## src/rtl/cpu_pkg.sv

```systemverilog
// Shared LEGv8 pipeline types: widths, zero register, forward-select codes, ID/EX control.
package cpu_pkg;

    localparam int unsigned DATA_W = 64;
    localparam int unsigned REG_AW = 5;
    localparam int unsigned CTRL_W = 16;

    localparam logic [REG_AW-1:0] REG_ZERO = 5'd31;

    typedef enum logic [2:0] {
        FWD_RF,
        FWD_WB,
        FWD_MEM,
        FWD_EX,
        FWD_ZERO
    } fwd_sel_t;

    typedef struct packed {
        logic              valid;
        logic              reg_write;
        logic              mem_read;
        logic [REG_AW-1:0] rd;
        logic [CTRL_W-1:0] ctrl;
    } idex_ctrl_t;

    // True when an enabled producer writes the given source; X31 never matches.
    function automatic logic reg_hit(input logic [REG_AW-1:0] rd,
                                     input logic [REG_AW-1:0] src,
                                     input logic              en);
        return en && (rd == src) && (src != REG_ZERO);
    endfunction

endpackage

```

## src/rtl/operand_fetch_stage_if.sv

```systemverilog
// ID-side bus of the operand fetch stage: ID inputs, regfile data, producers, ID/EX outputs.
interface operand_fetch_stage_if;
    import cpu_pkg::*;

    logic              id_valid;
    logic [REG_AW-1:0] id_rn;
    logic [REG_AW-1:0] id_rm;
    logic              id_uses_rn;
    logic              id_uses_rm;
    logic [REG_AW-1:0] id_rd;
    logic              id_reg_write;
    logic              id_mem_read;
    logic [DATA_W-1:0] id_imm;
    logic [CTRL_W-1:0] id_ctrl;
    logic [DATA_W-1:0] rd_data1;
    logic [DATA_W-1:0] rd_data2;
    logic [DATA_W-1:0] ex_result;
    logic [REG_AW-1:0] mem_rd;
    logic              mem_reg_write;
    logic [DATA_W-1:0] mem_result;
    logic [REG_AW-1:0] wb_rd;
    logic              wb_reg_write;
    logic [DATA_W-1:0] wb_data;
    logic              flush;
    logic              id_stall;
    logic              ex_valid;
    logic              ex_reg_write;
    logic              ex_mem_read;
    logic [REG_AW-1:0] ex_rd;
    logic [DATA_W-1:0] ex_op_a;
    logic [DATA_W-1:0] ex_op_b;
    logic [DATA_W-1:0] ex_imm;
    logic [CTRL_W-1:0] ex_ctrl;

    modport master (
        output id_valid, id_rn, id_rm, id_uses_rn, id_uses_rm, id_rd, id_reg_write,
               id_mem_read, id_imm, id_ctrl, rd_data1, rd_data2, ex_result,
               mem_rd, mem_reg_write, mem_result, wb_rd, wb_reg_write, wb_data, flush,
        input  id_stall, ex_valid, ex_reg_write, ex_mem_read, ex_rd, ex_op_a, ex_op_b,
               ex_imm, ex_ctrl
    );

    modport slave (
        input  id_valid, id_rn, id_rm, id_uses_rn, id_uses_rm, id_rd, id_reg_write,
               id_mem_read, id_imm, id_ctrl, rd_data1, rd_data2, ex_result,
               mem_rd, mem_reg_write, mem_result, wb_rd, wb_reg_write, wb_data, flush,
        output id_stall, ex_valid, ex_reg_write, ex_mem_read, ex_rd, ex_op_a, ex_op_b,
               ex_imm, ex_ctrl
    );

endinterface

```

## src/rtl/operand_fwd_mux.sv

```systemverilog
// Per-source operand selector with hazard detection.
// OPERAND_FWD_EN defined: EX/MEM/WB forwarding, stall only on load-use.
// OPERAND_FWD_EN undefined: regfile only, stall on any in-flight writer of the source.
module operand_fwd_mux
    import cpu_pkg::*;
(
    input  logic [REG_AW-1:0] src_i,
    input  logic              uses_i,
    input  logic              ex_valid_i,
    input  logic              ex_reg_write_i,
    input  logic              ex_mem_read_i,
    input  logic [REG_AW-1:0] ex_rd_i,
    input  logic [DATA_W-1:0] ex_result_i,
    input  logic [REG_AW-1:0] mem_rd_i,
    input  logic              mem_reg_write_i,
    input  logic [DATA_W-1:0] mem_result_i,
    input  logic [REG_AW-1:0] wb_rd_i,
    input  logic              wb_reg_write_i,
    input  logic [DATA_W-1:0] wb_data_i,
    input  logic [DATA_W-1:0] rd_data_i,
    output fwd_sel_t          sel_c_o,
    output logic [DATA_W-1:0] val_c_o,
    output logic              hazard_c_o
);

    logic ex_hit_c;
    logic mem_hit_c;
    logic wb_hit_c;

    // Producer matches; X31 is excluded inside reg_hit.
    always_comb begin
        ex_hit_c  = reg_hit(ex_rd_i, src_i, ex_valid_i & ex_reg_write_i);
        mem_hit_c = reg_hit(mem_rd_i, src_i, mem_reg_write_i);
        wb_hit_c  = reg_hit(wb_rd_i, src_i, wb_reg_write_i);
    end

`ifdef OPERAND_FWD_EN
    // Youngest producer wins; a load in EX has no data yet so it is skipped and stalls instead.
    always_comb begin
        sel_c_o    = FWD_RF;
        val_c_o    = rd_data_i;
        hazard_c_o = uses_i & reg_hit(ex_rd_i, src_i, ex_valid_i & ex_mem_read_i);
        if (src_i == REG_ZERO) begin
            sel_c_o = FWD_ZERO;
        end else if (ex_hit_c && !ex_mem_read_i) begin
            sel_c_o = FWD_EX;
        end else if (mem_hit_c) begin
            sel_c_o = FWD_MEM;
        end else if (wb_hit_c) begin
            sel_c_o = FWD_WB;
        end
        case (sel_c_o)
            FWD_ZERO: val_c_o = '0;
            FWD_EX:   val_c_o = ex_result_i;
            FWD_MEM:  val_c_o = mem_result_i;
            FWD_WB:   val_c_o = wb_data_i;
            default:  val_c_o = rd_data_i;
        endcase
    end
`else
    logic unused_fwd;
    assign unused_fwd = ^{ex_result_i, mem_result_i, wb_data_i, ex_mem_read_i};

    // No bypass: wait until the value has been written back to the regfile.
    always_comb begin
        sel_c_o    = FWD_RF;
        val_c_o    = rd_data_i;
        hazard_c_o = uses_i & (ex_hit_c | mem_hit_c | wb_hit_c);
        if (src_i == REG_ZERO) begin
            sel_c_o = FWD_ZERO;
            val_c_o = '0;
        end
    end
`endif

endmodule

```

## src/rtl/operand_fetch_stage.sv

```systemverilog
// Operand fetch stage: operand forwarding/stall control and the ID/EX pipeline register.
// Forwarding is built in when OPERAND_FWD_EN is defined; otherwise hazards stall until writeback.
module operand_fetch_stage
    import cpu_pkg::*;
(
    input logic                  clk,
    input logic                  reset,
    operand_fetch_stage_if.slave bus
);

    idex_ctrl_t        ctl_q;
    idex_ctrl_t        ctl_d;
    logic [DATA_W-1:0] op_a_q;
    logic [DATA_W-1:0] op_a_d;
    logic [DATA_W-1:0] op_b_q;
    logic [DATA_W-1:0] op_b_d;
    logic [DATA_W-1:0] imm_q;
    logic [DATA_W-1:0] imm_d;

    fwd_sel_t          sel_a_c;
    fwd_sel_t          sel_b_c;
    logic [DATA_W-1:0] val_a_c;
    logic [DATA_W-1:0] val_b_c;
    logic              hz_a_c;
    logic              hz_b_c;
    logic              id_stall_c;
    logic              bubble_c;

    // Select codes are kept for debug visibility only.
    logic unused_sel;
    assign unused_sel = ^{sel_a_c, sel_b_c};

    operand_fwd_mux u_mux_rn (
        .src_i           (bus.id_rn),
        .uses_i          (bus.id_uses_rn),
        .ex_valid_i      (ctl_q.valid),
        .ex_reg_write_i  (ctl_q.reg_write),
        .ex_mem_read_i   (ctl_q.mem_read),
        .ex_rd_i         (ctl_q.rd),
        .ex_result_i     (bus.ex_result),
        .mem_rd_i        (bus.mem_rd),
        .mem_reg_write_i (bus.mem_reg_write),
        .mem_result_i    (bus.mem_result),
        .wb_rd_i         (bus.wb_rd),
        .wb_reg_write_i  (bus.wb_reg_write),
        .wb_data_i       (bus.wb_data),
        .rd_data_i       (bus.rd_data1),
        .sel_c_o         (sel_a_c),
        .val_c_o         (val_a_c),
        .hazard_c_o      (hz_a_c)
    );

    operand_fwd_mux u_mux_rm (
        .src_i           (bus.id_rm),
        .uses_i          (bus.id_uses_rm),
        .ex_valid_i      (ctl_q.valid),
        .ex_reg_write_i  (ctl_q.reg_write),
        .ex_mem_read_i   (ctl_q.mem_read),
        .ex_rd_i         (ctl_q.rd),
        .ex_result_i     (bus.ex_result),
        .mem_rd_i        (bus.mem_rd),
        .mem_reg_write_i (bus.mem_reg_write),
        .mem_result_i    (bus.mem_result),
        .wb_rd_i         (bus.wb_rd),
        .wb_reg_write_i  (bus.wb_reg_write),
        .wb_data_i       (bus.wb_data),
        .rd_data_i       (bus.rd_data2),
        .sel_c_o         (sel_b_c),
        .val_c_o         (val_b_c),
        .hazard_c_o      (hz_b_c)
    );

    // Stall/bubble decision and next ID/EX contents; flush overrides a stall since IF/ID is redirected.
    always_comb begin
        id_stall_c      = 1'b0;
        bubble_c        = 1'b0;
        ctl_d           = '0;
        op_a_d          = val_a_c;
        op_b_d          = val_b_c;
        imm_d           = bus.id_imm;

        id_stall_c      = bus.id_valid & (hz_a_c | hz_b_c) & ~bus.flush;
        bubble_c        = bus.flush | ~bus.id_valid | hz_a_c | hz_b_c;

        ctl_d.valid     = ~bubble_c;
        ctl_d.reg_write = ~bubble_c & bus.id_reg_write;
        ctl_d.mem_read  = ~bubble_c & bus.id_mem_read;
        ctl_d.rd        = bus.id_rd;
        ctl_d.ctrl      = bus.id_ctrl;
    end

    // ID/EX pipeline register.
    always_ff @(posedge clk or posedge reset) begin
        if (reset) begin
            ctl_q  <= '0;
            op_a_q <= '0;
            op_b_q <= '0;
            imm_q  <= '0;
        end else begin
            ctl_q  <= ctl_d;
            op_a_q <= op_a_d;
            op_b_q <= op_b_d;
            imm_q  <= imm_d;
        end
    end

    assign bus.id_stall     = id_stall_c;
    assign bus.ex_valid     = ctl_q.valid;
    assign bus.ex_reg_write = ctl_q.reg_write;
    assign bus.ex_mem_read  = ctl_q.mem_read;
    assign bus.ex_rd        = ctl_q.rd;
    assign bus.ex_ctrl      = ctl_q.ctrl;
    assign bus.ex_op_a      = op_a_q;
    assign bus.ex_op_b      = op_b_q;
    assign bus.ex_imm       = imm_q;

endmodule

```

## src/flat_wrapper.sv

```systemverilog
// flat-port wrapper written by rule: the top's interface ports become plain ports
module operand_fetch_stage_flat import cpu_pkg::*;
  (clk, reset, bus_id_valid, bus_id_rn, bus_id_rm, bus_id_uses_rn, bus_id_uses_rm, bus_id_rd, bus_id_reg_write, bus_id_mem_read, bus_id_imm, bus_id_ctrl, bus_rd_data1, bus_rd_data2, bus_ex_result, bus_mem_rd, bus_mem_reg_write, bus_mem_result, bus_wb_rd, bus_wb_reg_write, bus_wb_data, bus_flush, bus_id_stall, bus_ex_valid, bus_ex_reg_write, bus_ex_mem_read, bus_ex_rd, bus_ex_op_a, bus_ex_op_b, bus_ex_imm, bus_ex_ctrl);
  operand_fetch_stage_if bus_i ();
  input logic clk;
  input logic reset;
  input wire logic [$bits(bus_i.id_valid)-1:0] bus_id_valid;
  input wire logic [$bits(bus_i.id_rn)-1:0] bus_id_rn;
  input wire logic [$bits(bus_i.id_rm)-1:0] bus_id_rm;
  input wire logic [$bits(bus_i.id_uses_rn)-1:0] bus_id_uses_rn;
  input wire logic [$bits(bus_i.id_uses_rm)-1:0] bus_id_uses_rm;
  input wire logic [$bits(bus_i.id_rd)-1:0] bus_id_rd;
  input wire logic [$bits(bus_i.id_reg_write)-1:0] bus_id_reg_write;
  input wire logic [$bits(bus_i.id_mem_read)-1:0] bus_id_mem_read;
  input wire logic [$bits(bus_i.id_imm)-1:0] bus_id_imm;
  input wire logic [$bits(bus_i.id_ctrl)-1:0] bus_id_ctrl;
  input wire logic [$bits(bus_i.rd_data1)-1:0] bus_rd_data1;
  input wire logic [$bits(bus_i.rd_data2)-1:0] bus_rd_data2;
  input wire logic [$bits(bus_i.ex_result)-1:0] bus_ex_result;
  input wire logic [$bits(bus_i.mem_rd)-1:0] bus_mem_rd;
  input wire logic [$bits(bus_i.mem_reg_write)-1:0] bus_mem_reg_write;
  input wire logic [$bits(bus_i.mem_result)-1:0] bus_mem_result;
  input wire logic [$bits(bus_i.wb_rd)-1:0] bus_wb_rd;
  input wire logic [$bits(bus_i.wb_reg_write)-1:0] bus_wb_reg_write;
  input wire logic [$bits(bus_i.wb_data)-1:0] bus_wb_data;
  input wire logic [$bits(bus_i.flush)-1:0] bus_flush;
  output wire logic [$bits(bus_i.id_stall)-1:0] bus_id_stall;
  output wire logic [$bits(bus_i.ex_valid)-1:0] bus_ex_valid;
  output wire logic [$bits(bus_i.ex_reg_write)-1:0] bus_ex_reg_write;
  output wire logic [$bits(bus_i.ex_mem_read)-1:0] bus_ex_mem_read;
  output wire logic [$bits(bus_i.ex_rd)-1:0] bus_ex_rd;
  output wire logic [$bits(bus_i.ex_op_a)-1:0] bus_ex_op_a;
  output wire logic [$bits(bus_i.ex_op_b)-1:0] bus_ex_op_b;
  output wire logic [$bits(bus_i.ex_imm)-1:0] bus_ex_imm;
  output wire logic [$bits(bus_i.ex_ctrl)-1:0] bus_ex_ctrl;
  assign bus_i.id_valid = bus_id_valid;
  assign bus_i.id_rn = bus_id_rn;
  assign bus_i.id_rm = bus_id_rm;
  assign bus_i.id_uses_rn = bus_id_uses_rn;
  assign bus_i.id_uses_rm = bus_id_uses_rm;
  assign bus_i.id_rd = bus_id_rd;
  assign bus_i.id_reg_write = bus_id_reg_write;
  assign bus_i.id_mem_read = bus_id_mem_read;
  assign bus_i.id_imm = bus_id_imm;
  assign bus_i.id_ctrl = bus_id_ctrl;
  assign bus_i.rd_data1 = bus_rd_data1;
  assign bus_i.rd_data2 = bus_rd_data2;
  assign bus_i.ex_result = bus_ex_result;
  assign bus_i.mem_rd = bus_mem_rd;
  assign bus_i.mem_reg_write = bus_mem_reg_write;
  assign bus_i.mem_result = bus_mem_result;
  assign bus_i.wb_rd = bus_wb_rd;
  assign bus_i.wb_reg_write = bus_wb_reg_write;
  assign bus_i.wb_data = bus_wb_data;
  assign bus_i.flush = bus_flush;
  assign bus_id_stall = bus_i.id_stall;
  assign bus_ex_valid = bus_i.ex_valid;
  assign bus_ex_reg_write = bus_i.ex_reg_write;
  assign bus_ex_mem_read = bus_i.ex_mem_read;
  assign bus_ex_rd = bus_i.ex_rd;
  assign bus_ex_op_a = bus_i.ex_op_a;
  assign bus_ex_op_b = bus_i.ex_op_b;
  assign bus_ex_imm = bus_i.ex_imm;
  assign bus_ex_ctrl = bus_i.ex_ctrl;
  operand_fetch_stage u_core (.clk(clk), .reset(reset), .bus(bus_i));
endmodule
```

## config.mk

```make
export PLATFORM = sky130hd
export DESIGN_NAME = operand_fetch_stage_flat
export DESIGN_NICKNAME = d
export VERILOG_FILES = /design/src/rtl/cpu_pkg.sv /design/src/rtl/operand_fetch_stage_if.sv /design/src/rtl/operand_fwd_mux.sv /design/src/rtl/operand_fetch_stage.sv /design/src/flat_wrapper.sv
export SDC_FILE = /design/constraint.sdc
export NUM_CORES = 1
export LEC_CHECK = 0
export CELL_PAD_IN_SITES_DETAIL_PLACEMENT = 1
export CELL_PAD_IN_SITES_GLOBAL_PLACEMENT = 2
export CORE_AREA = 10 10 242 244
export DETAILED_ROUTE_END_ITERATION = 8
export DIE_AREA = 0 0 252 254
export PLACE_DENSITY = 0.6
export SLEW_MARGIN = 20
export SYNTH_ARGS = -nofsm -noshare
export SYNTH_HDL_FRONTEND = slang
export SYNTH_SLANG_ARGS = --single-unit
```

## constraint.sdc

```tcl
create_clock -name clk -period 10 [get_ports clk]
set_input_delay 2 -clock clk [delete_from_list [all_inputs] [get_ports clk]]
set_output_delay 2 -clock clk [all_outputs]
set_load 0.05 [all_outputs]
```

; ---- After elaboration in Yosys (flattened, before gate mapping)
; Cells that the tools add are included.
[classes]
n_eq_ne = 10
muxes = 2
bitwise = 18
n_reduce_logical = 12
[op_table]
columns = cell, n
row1 = $mux W64, 2
row2 = $eq A5 B5 Y1, 6
row3 = $logic_and A1 B1 Y1, 12
row4 = $eq A5 B5 Y1 const B, 2
row5 = $ne A5 B5 Y1 const B, 2
row6 = $or A1 B1 Y1, 8
row7 = $and A1 B1 Y1, 7
row8 = $not A1 Y1, 3
[totals]
register_bits = 216
input_bits = 435
out_inout_bits = 217
elab_cells = 50

; ---- Depth between registers and ports, before layout
; Gate-level depths: netlist of run 1.
[depth]
word_depth = 10
depth_mapped = 5
ltp_nobuf = 5

; ---- Modules after synthesis
; Synthesis of run 1 repeated with hierarchy kept, for this count alone.
[hier_totals]
cells_unflattened = 422
area_unflattened_um2 = 7045.5
[modules_own_cells]
columns = mod, instances, cells_per_inst, area_each_um2, seq_area_each_um2
row1 = operand_fetch_stage, 1, 222, 5456.5, 5405.2
row2 = operand_fwd_mux, 2, 100, 794.5, 0.0

; ---- Worst setup path after synthesis of run 1
; Ideal clock, no wire load.
[synth_path]
kind = input-to-output
startpoint = input port bus_id_rn[0]
endpoint = output port bus_id_stall
arrival_time_ns = 3.313
required_ns = 8.000
path_slack_ns = 4.687
path_stages = 5
n_path_buf = 0
cell_sequence = xnor2_1 > nand4_1 > or3_1 > a31oi_1 > o21a_1
[synth_between]
elab_chain_cells = 9
word_cells_on_any_way = 16
classes_between = eq/ne: 4 / bitwise: 6 / reduce/logical: 6
[synth_lines]
columns = item, line
row1 = from (decl), flat_wrapper.sv:8  ; input wire logic [$bits(bus_i.id_rn)-1:0] bus_id_rn;
row2 = $eq A5 B5 Y1, cpu_pkg.sv:30  ; return en && (rd == src) && (src != REG_ZERO);
row3 = $logic_and A1 B1 Y1 (2 in series), cpu_pkg.sv:30
row4 = $or A1 B1 Y1, operand_fwd_mux.sv:68  ; hazard_c_o = uses_i & (ex_hit_c | mem_hit_c | wb_hit_c);
row5 = $or A1 B1 Y1 *, operand_fwd_mux.sv:68
row6 = $and A1 B1 Y1 *, operand_fwd_mux.sv:68
row7 = $or A1 B1 Y1 *, operand_fetch_stage.sv:82  ; id_stall_c = bus.id_valid & (hz_a_c | hz_b_c) & ~bus.flush;
row8 = $and A1 B1 Y1 * (2 in series), operand_fetch_stage.sv:82
row9 = to (decl), flat_wrapper.sv:27  ; output wire logic [$bits(bus_i.id_stall)-1:0] bus_id_stall;
; Mark *: on every way between the ends. The rest lies on a longest branch, timed or not.

; ---- Final worst setup path of run 1
[layout_path]
startpoint = input port bus_id_rn[2]
endpoint = output port bus_id_stall
; The elaborated chain is that of the path after synthesis.

==> results of run 1 <==
-- state kept, by name (all words and copies together), names as in the netlist --
register	count
u_core.bus.ex_valid	1
u_core.bus.ex_op_a	64
u_core.bus.ex_imm	64
u_core.bus.ex_rd	5
u_core.bus.ex_reg_write	1
u_core.bus.ex_op_b	64
u_core.bus.ex_ctrl	16
u_core.bus.ex_mem_read	1
-- where the power goes --
group / internal, mW / switching (mW) / leakage (nW)
sequential: 0.922 / 0.0172 / 2.53
clock: 0.624 / 0.407 / 0.459
combinational: 0.182 / 0.257 / 2.27
total: 1.73 / 0.681 / 5.27
-- cell usage in the layout, fill, tap and decap left out, types with 2 or more instances in the layout --
cell type and count:
sky130_fd_sc_hd__nand3_1 2, sky130_fd_sc_hd__clkdlybuf4s50_1 459, sky130_fd_sc_hd__clkinvlp_4 3, sky130_fd_sc_hd__xnor2_1 12, sky130_fd_sc_hd__clkbuf_16 28, sky130_fd_sc_hd__diode_2 4
sky130_fd_sc_hd__nor4_1 4, sky130_fd_sc_hd__bufinv_16 3, sky130_fd_sc_hd__dfrtp_1 216, sky130_fd_sc_hd__nand2_1 4, sky130_fd_sc_hd__buf_4 4, sky130_fd_sc_hd__nor3_1 3
sky130_fd_sc_hd__clkbuf_1 6, sky130_fd_sc_hd__and3_1 3, sky130_fd_sc_hd__xor2_1 18, sky130_fd_sc_hd__nand4_1 2, sky130_fd_sc_hd__clkinv_2 5, sky130_fd_sc_hd__clkbuf_8 4
sky130_fd_sc_hd__and2_1 128, sky130_fd_sc_hd__nand3_2 2
-- cells in the mapped netlist (all sizes together) --
cell type	n	area share, %
a31oi	1	0.093
and2	128	12
and3	4	0.45
buf	1	0.17
clkbuf	13	0.73
dfrtp	216	81
inv	1	0.056
nand2	4	0.22
nand3	4	0.30
nand4	2	0.19
nor2b	1	0.093
nor3	3	0.22
nor3b	1	0.19
nor4	4	0.37
o21a	1	0.11
o311a	1	0.32
or3	1	0.093
xnor2	12	1.6
xor2	18	2.3
-- stage by stage --
step	instance area, um^2	setup slack [ps]	instances
2_1_floorplan	6710	2092	416
3_3_place_gp	12160	2846	1561
3_5_place_dp	12160	2858	1561
4_1_cts	13110	2842	1613
5_1_grt	13120	2717	1616
6_report	13120	2969	1617
-- critical path, cell delays in order --
cell                              delay (ps)
sky130_fd_sc_hd__clkdlybuf4s50_1         550
sky130_fd_sc_hd__and3_1                  260
sky130_fd_sc_hd__nand3_2                  70
sky130_fd_sc_hd__buf_4                   460
sky130_fd_sc_hd__nand2_1                 180
sky130_fd_sc_hd__a31oi_1                 490
sky130_fd_sc_hd__o21a_1                  180
sky130_fd_sc_hd__clkdlybuf4s50_1         810
-- layout make-up --
type	instances	area share, %
Clock inverter	14	1.306
Sequential cell	216	41.19
Clock buffer	38	5.931
Antenna cell	4	0.07628
Timing Repair Buffer	463	35.24
Tap cell	696	6.636
Inverter	1	0.08581
Multi-Input combinational cell	185	9.535
-- path summary, 6_finish.rpt --
path / cells after the start / end / slack, ps
hold reg to reg: 4 / u_core.bus.ex_valid$_DFF_PP0_ / 1040
min in group asynchronous: 2 / u_core.bus.ex_imm[13]$_DFF_PP0_ / 1950
hold / removal: 4 / u_core.bus.ex_valid$_DFF_PP0_ / 1040
setup reg to reg: 5 / u_core.bus.ex_mem_read$_DFF_PP0_ / 8110
max in group asynchronous: 3 / u_core.bus.ex_imm[57]$_DFF_PP0_ / 6670
setup / recovery: 8 / bus_id_stall / 2970
-- per-layer routing --
metal  GRT usage, %  share of wire (%)  up-vias  wire (um)
met1          10.24                 38     2536      11940
met4          3.081                2.1       10        674
met2          15.54                 48      258      15120
met5              0               0.19        -         61
met3          4.536                 11       45       3590
li1               -                  -     2258          -
-- cell families after synthesis --
group	synth area share, %
DFF	80.55
and+or+nand+nor	14.06
xor gates and xnor gates	3.916
buffers and inverters	0.9509
AOI/OAI and AO/OA	0.5222
==> reports/metrics.yaml, run 1 <==
placement:
  post-dp-hpwl_um: 25300
  buffer_ports.inserted: 459
  gp_routability_congestion: 0.7392
drt:
  detail_route.vias_per_cell: 3.158
  drc_errors: 0
  routed-via-count: 5107
  drt-wirelength-per-cell_um: 19.41
  drt_first_pass_iters: 4
  drt_iter0_markers: 117
  final_antenna_net_count: 0
  postRouteWirelength_um: 31390
floorplanning:
  core_um2: 53600
  chipHeight_um: 254
  width_of_the_die_um: 252
  fp-row-count: 85
  floorplan.initialDensity_pct: 12.52
  die_area_um2: 64010
  ioPinCount: 652
layout:
  nNetsFinal: 1330
  final_layout_size_suffix_gt1_share_pct: 6.107
  multi_input_gate_area_in_the_final_layout_um2: 1251
  layout.core_utilization_pct: 24.48
  fillers: 5933
  syn2layout_area_growth_pct: 95.56
  layout.area.seq_um2: 5405
synthesis:
  synth.ff_latch_count: 216
  sequential_area_share_after_synthesis_pct: 80.55
  yosysWarnings: 0
  synth_cell_type_count: 20
  mappedNetlistArea_um2: 6710
  synth_cells: 416
  avgSynthCellArea_um2: 16.13
  synthesis.nets: 851
critical_path:
  crit-reg2reg-launch: "u_core.bus.ex_rd[0]$_DFF_PP0_"
  wp_data_arrival_ps: 5030
  crit_path_end_kind: "primary output"
  timing.setup.critical_path_class: "in2out"
  startpoint: "bus_id_rn[2]"
  crit_path_max_fanout: 65
  worst_ep_required_time_ps: 8000
  startpoint_types: "input pin"
global_routing:
  global_route.overflow_total: 0
  vias_in_the_first_global_route: 5846
  grt_first_pass_wirelength_um: 43910
  grt_max_degree: 96
  grt_use_total_pct: 9.326
  grt_antenna_before_repair: 9
power_and_ir_drop:
  finalPower_mw: 2.409
  power.density_nw_per_um2: 183.6
  leak_nw: 5.265
  largest_vdd_supply_drop_mv: 0.1172
clocking:
  clk_pin_slew_ps: 60
  cts_buffers: 28
  clockRootBuffer: "sky130_fd_sc_hd__clkbuf_16"
  cts-root-to-sink-buffers: 3
  clock_latency_ps: 550
  ctsHoldBuffers: 0
  tritoncts_clock_tree: "yes"
  post-cts-setup-buffer-count: 0
  h-tree-depth: 1
  postCtsResizedCells: 0
  tritoncts_sink_count: 216
run_status:
  run_status: "finished, final reports clean"
sta:
  worst_setup_skew_after_layout_ps: 4.020
  max_freq_mhz: 142.2
  fin_setup_tns_ps: 0
  worst_slew_margin_rel_pct: 43.53
  slew_viol_final: 0
  timing.final.hold_violations: 0
  final.min_clock_period_ps: 7031
  whs_ps: 1036
  measured_slew_at_the_worst_slew_check_pin_ps: 847.0
  final_min_period_over_clock_period_pct: 70.31
  setup_viol: 0
  grt_setup_unrepaired: "false"
hold_path:
  min_path_type: "reg2reg"
  worstHoldStart: "u_core.bus.ex_valid$_DFF_PP0_"
flow_run:
  maxCapViolations: 0
Power figures use the tool's default switching activity.
==> inputs of run 2 (changes only) <==
- CORE_AREA: 10 10 242 244 -> 10 10 243 245
- DIE_AREA: 0 0 252 254 -> 0 0 253 255
- PLACE_DENSITY: 0.6 -> 0.62
- clock period: 10 -> 5.6 ns (I/O delays scaled with it)
==> run 2 against run 1 <==
Routed wire length decreased by 0.55%; worst hold slack got worse by 87 ps; count of clock-buffer cells in the layout increased by 2; die area increased by 0.79%; final cell count increased by 0.31%; core utilization decreased by 0.30 points; non-clock buffer count increased by 1; combinational power increased by 79%; sequential share of layout area decreased by 0.14 points; sequential power increased by 78%; first-iteration DRC count increased by 65%; critical path depth decreased by 1; largest power group unchanged.
==> reports/metrics.yaml, run 2 (synthesized netlist as in run 1, its figures left out) <==
layout:
  layout.core_utilization_pct: 24.19
  top_library_cells_by_usage_in_the_layout_fill_and_taps_aside: "sky130_fd_sc_hd__clkdlybuf4s50_1 (459), sky130_fd_sc_hd__dfrtp_1 (216), sky130_fd_sc_hd__and2_1 (128)"
  final_common_cell: "sky130_fd_sc_hd__clkdlybuf4s50_1"
  final_layout_size_suffix_gt1_share_pct: 6.325
  layout.cells.non_filler: 1622
  syn2layout_area_growth_pct: 96.25
  nNetsFinal: 1331
sta:
  final_min_period_over_clock_period_pct: 87.62
  worst_slew_margin_rel_pct: 46.30
  final.min_clock_period_ps: 4907
  slew_viol_final: 0
  max_freq_mhz: 203.8
  timing.final.hold_violations: 0
  setup_viol: 0
  worst_setup_skew_after_layout_ps: 5.477
  fin_setup_tns_ps: 0
  measured_slew_at_the_worst_slew_check_pin_ps: 805.5
  grt_setup_unrepaired: "false"
critical_path:
  crit_path_end_kind: "primary output"
  crit_path_max_fanout: 4
  worst_ep_required_time_ps: 4480
  r2r_cells: 5
  timing.setup.critical_path_class: "in2out"
  wp_data_arrival_ps: 3790
  crit-reg2reg-launch: "u_core.bus.ex_rd[0]$_DFF_PP0_"
  startpoint_types: "input pin"
  ff2ff_setup_slack_ps: 3830
  worstSetupEndpoint: "bus_id_stall"
  startpoint: "bus_id_rn[4]"
  crit-reg2reg-capture: "u_core.bus.ex_mem_read$_DFF_PP0_"
hold_path:
  hold_depth: 4
  min_path_type: "reg2reg"
clocking:
  tritoncts_sink_count: 216
  clk_pin_slew_ps: 60
  ctsHoldBuffers: 0
  cts_buffers: 28
  clock_latency_ps: 550
  h-tree-depth: 1
  cts-root-to-sink-buffers: 3
  clockRootBuffer: "sky130_fd_sc_hd__clkbuf_16"
  tritoncts_clock_tree: "yes"
  postCtsResizedCells: 0
  post-cts-setup-buffer-count: 0
floorplanning:
  floorplan.initialDensity_pct: 12.32
  chipHeight_um: 255
  die_area_um2: 64520
  core_um2: 54450
  ioPinCount: 652
  fp-row-count: 86
  width_of_the_die_um: 253
flow_run:
  maxCapViolations: 0
placement:
  buffer_ports.inserted: 459
  gp_routability_congestion: 0.7526
  post-dp-hpwl_um: 24820
  dpl.cell_count: 1570
drt:
  drc_errors: 0
  drt-wirelength-per-cell_um: 19.24
  final_antenna_net_count: 0
  drt_iter0_markers: 193
  routed-via-count: 5106
  detail_route.vias_per_cell: 3.148
  drt_first_pass_iters: 4
  postRouteWirelength_um: 31210
run_status:
  run_status: "finished, final reports clean"
power_and_ir_drop:
  leak_nw: 5.291
  largest_vdd_supply_drop_mv: 0.2408
  finalPower_mw: 4.337
  power.density_nw_per_um2: 329.3
global_routing:
  grt_antenna_before_repair: 7
  vias_in_the_first_global_route: 5881
  grt_first_pass_wirelength_um: 42850
  grt_use_total_pct: 9.092
  global_route.overflow_total: 0
  grt_max_degree: 130
## run 2: changes by cell type in the layout (fill, tap and decap cells not counted), sizes merged
| cell | delta |
|---|---|
| buf | +1 |
| clkbuf | +2 |
| clkinv | -1 |
| clkinvlp | -1 |
| diode | -3 |
| inv | -1 |
## run 2: how the worst min path moves through the flow
stage                                                  from                         endpoint  slack, ps
after floorplan           u_core.bus.ex_reg_write$_DFF_PP0_    u_core.bus.ex_valid$_DFF_PP0_       1100
after global placement        u_core.bus.ex_valid$_DFF_PP0_    u_core.bus.ex_valid$_DFF_PP0_        940
after detailed placement  u_core.bus.ex_reg_write$_DFF_PP0_    u_core.bus.ex_valid$_DFF_PP0_        950
after CTS                                    bus_id_imm[40]  u_core.bus.ex_imm[40]$_DFF_PP0_        950
after global routing                         bus_id_ctrl[1]  u_core.bus.ex_ctrl[1]$_DFF_PP0_        950
final                     u_core.bus.ex_reg_write$_DFF_PP0_    u_core.bus.ex_valid$_DFF_PP0_        950
## run 2: area by class of cell
class | instances | area [um^2]
clock buffers | 40 | 825.8
multi-input cells | 185 | 1251
repair buffers | 464 | 4644
flip-flops and latches | 216 | 5405
fillers | 6015 | 41280
diodes | 1 | 2.502
inverters | 1 | 7.507
well taps | 704 | 880.8
clock inverters | 11 | 151.4
## run 2: power breakdown
group	internal, mW	leakage (nW)	switching [mW]	total [mW]
Combinational	0.327	2.28	0.460	0.787
Clock	1.16	0.481	0.715	1.88
Sequential	1.65	2.53	0.0277	1.67
Total	3.13	5.29	1.20	4.34
## run 2: layer usage
metal	wire (um)	part of all wire [%]	GRT usage (%)
met1	11550	37	9.882
met2	15330	49	15.58
met3	3519	11	4.345
met4	745	2.4	2.512
met5	69	0.22	0
## run 2: critical path: stages
cell	delay, ps
sky130_fd_sc_hd__clkdlybuf4s50_1	650
sky130_fd_sc_hd__xnor2_1	160
sky130_fd_sc_hd__nand4_1	100
sky130_fd_sc_hd__or3_1	360
sky130_fd_sc_hd__a31oi_1	400
sky130_fd_sc_hd__o21a_1	170
sky130_fd_sc_hd__clkdlybuf4s50_1	820
## run 2: stage by stage
stage	worst slack (ps)	hold slack (ps)	cell area (um^2)
4_1_cts	676.0	953.0	13170
2_1_floorplan	1668	1096	6714
3_5_place_dp	675.5	953.8	12190
3_3_place_gp	654.8	937.0	12190
6_report	693.1	949.5	13170
5_1_grt	501.6	953.8	13170
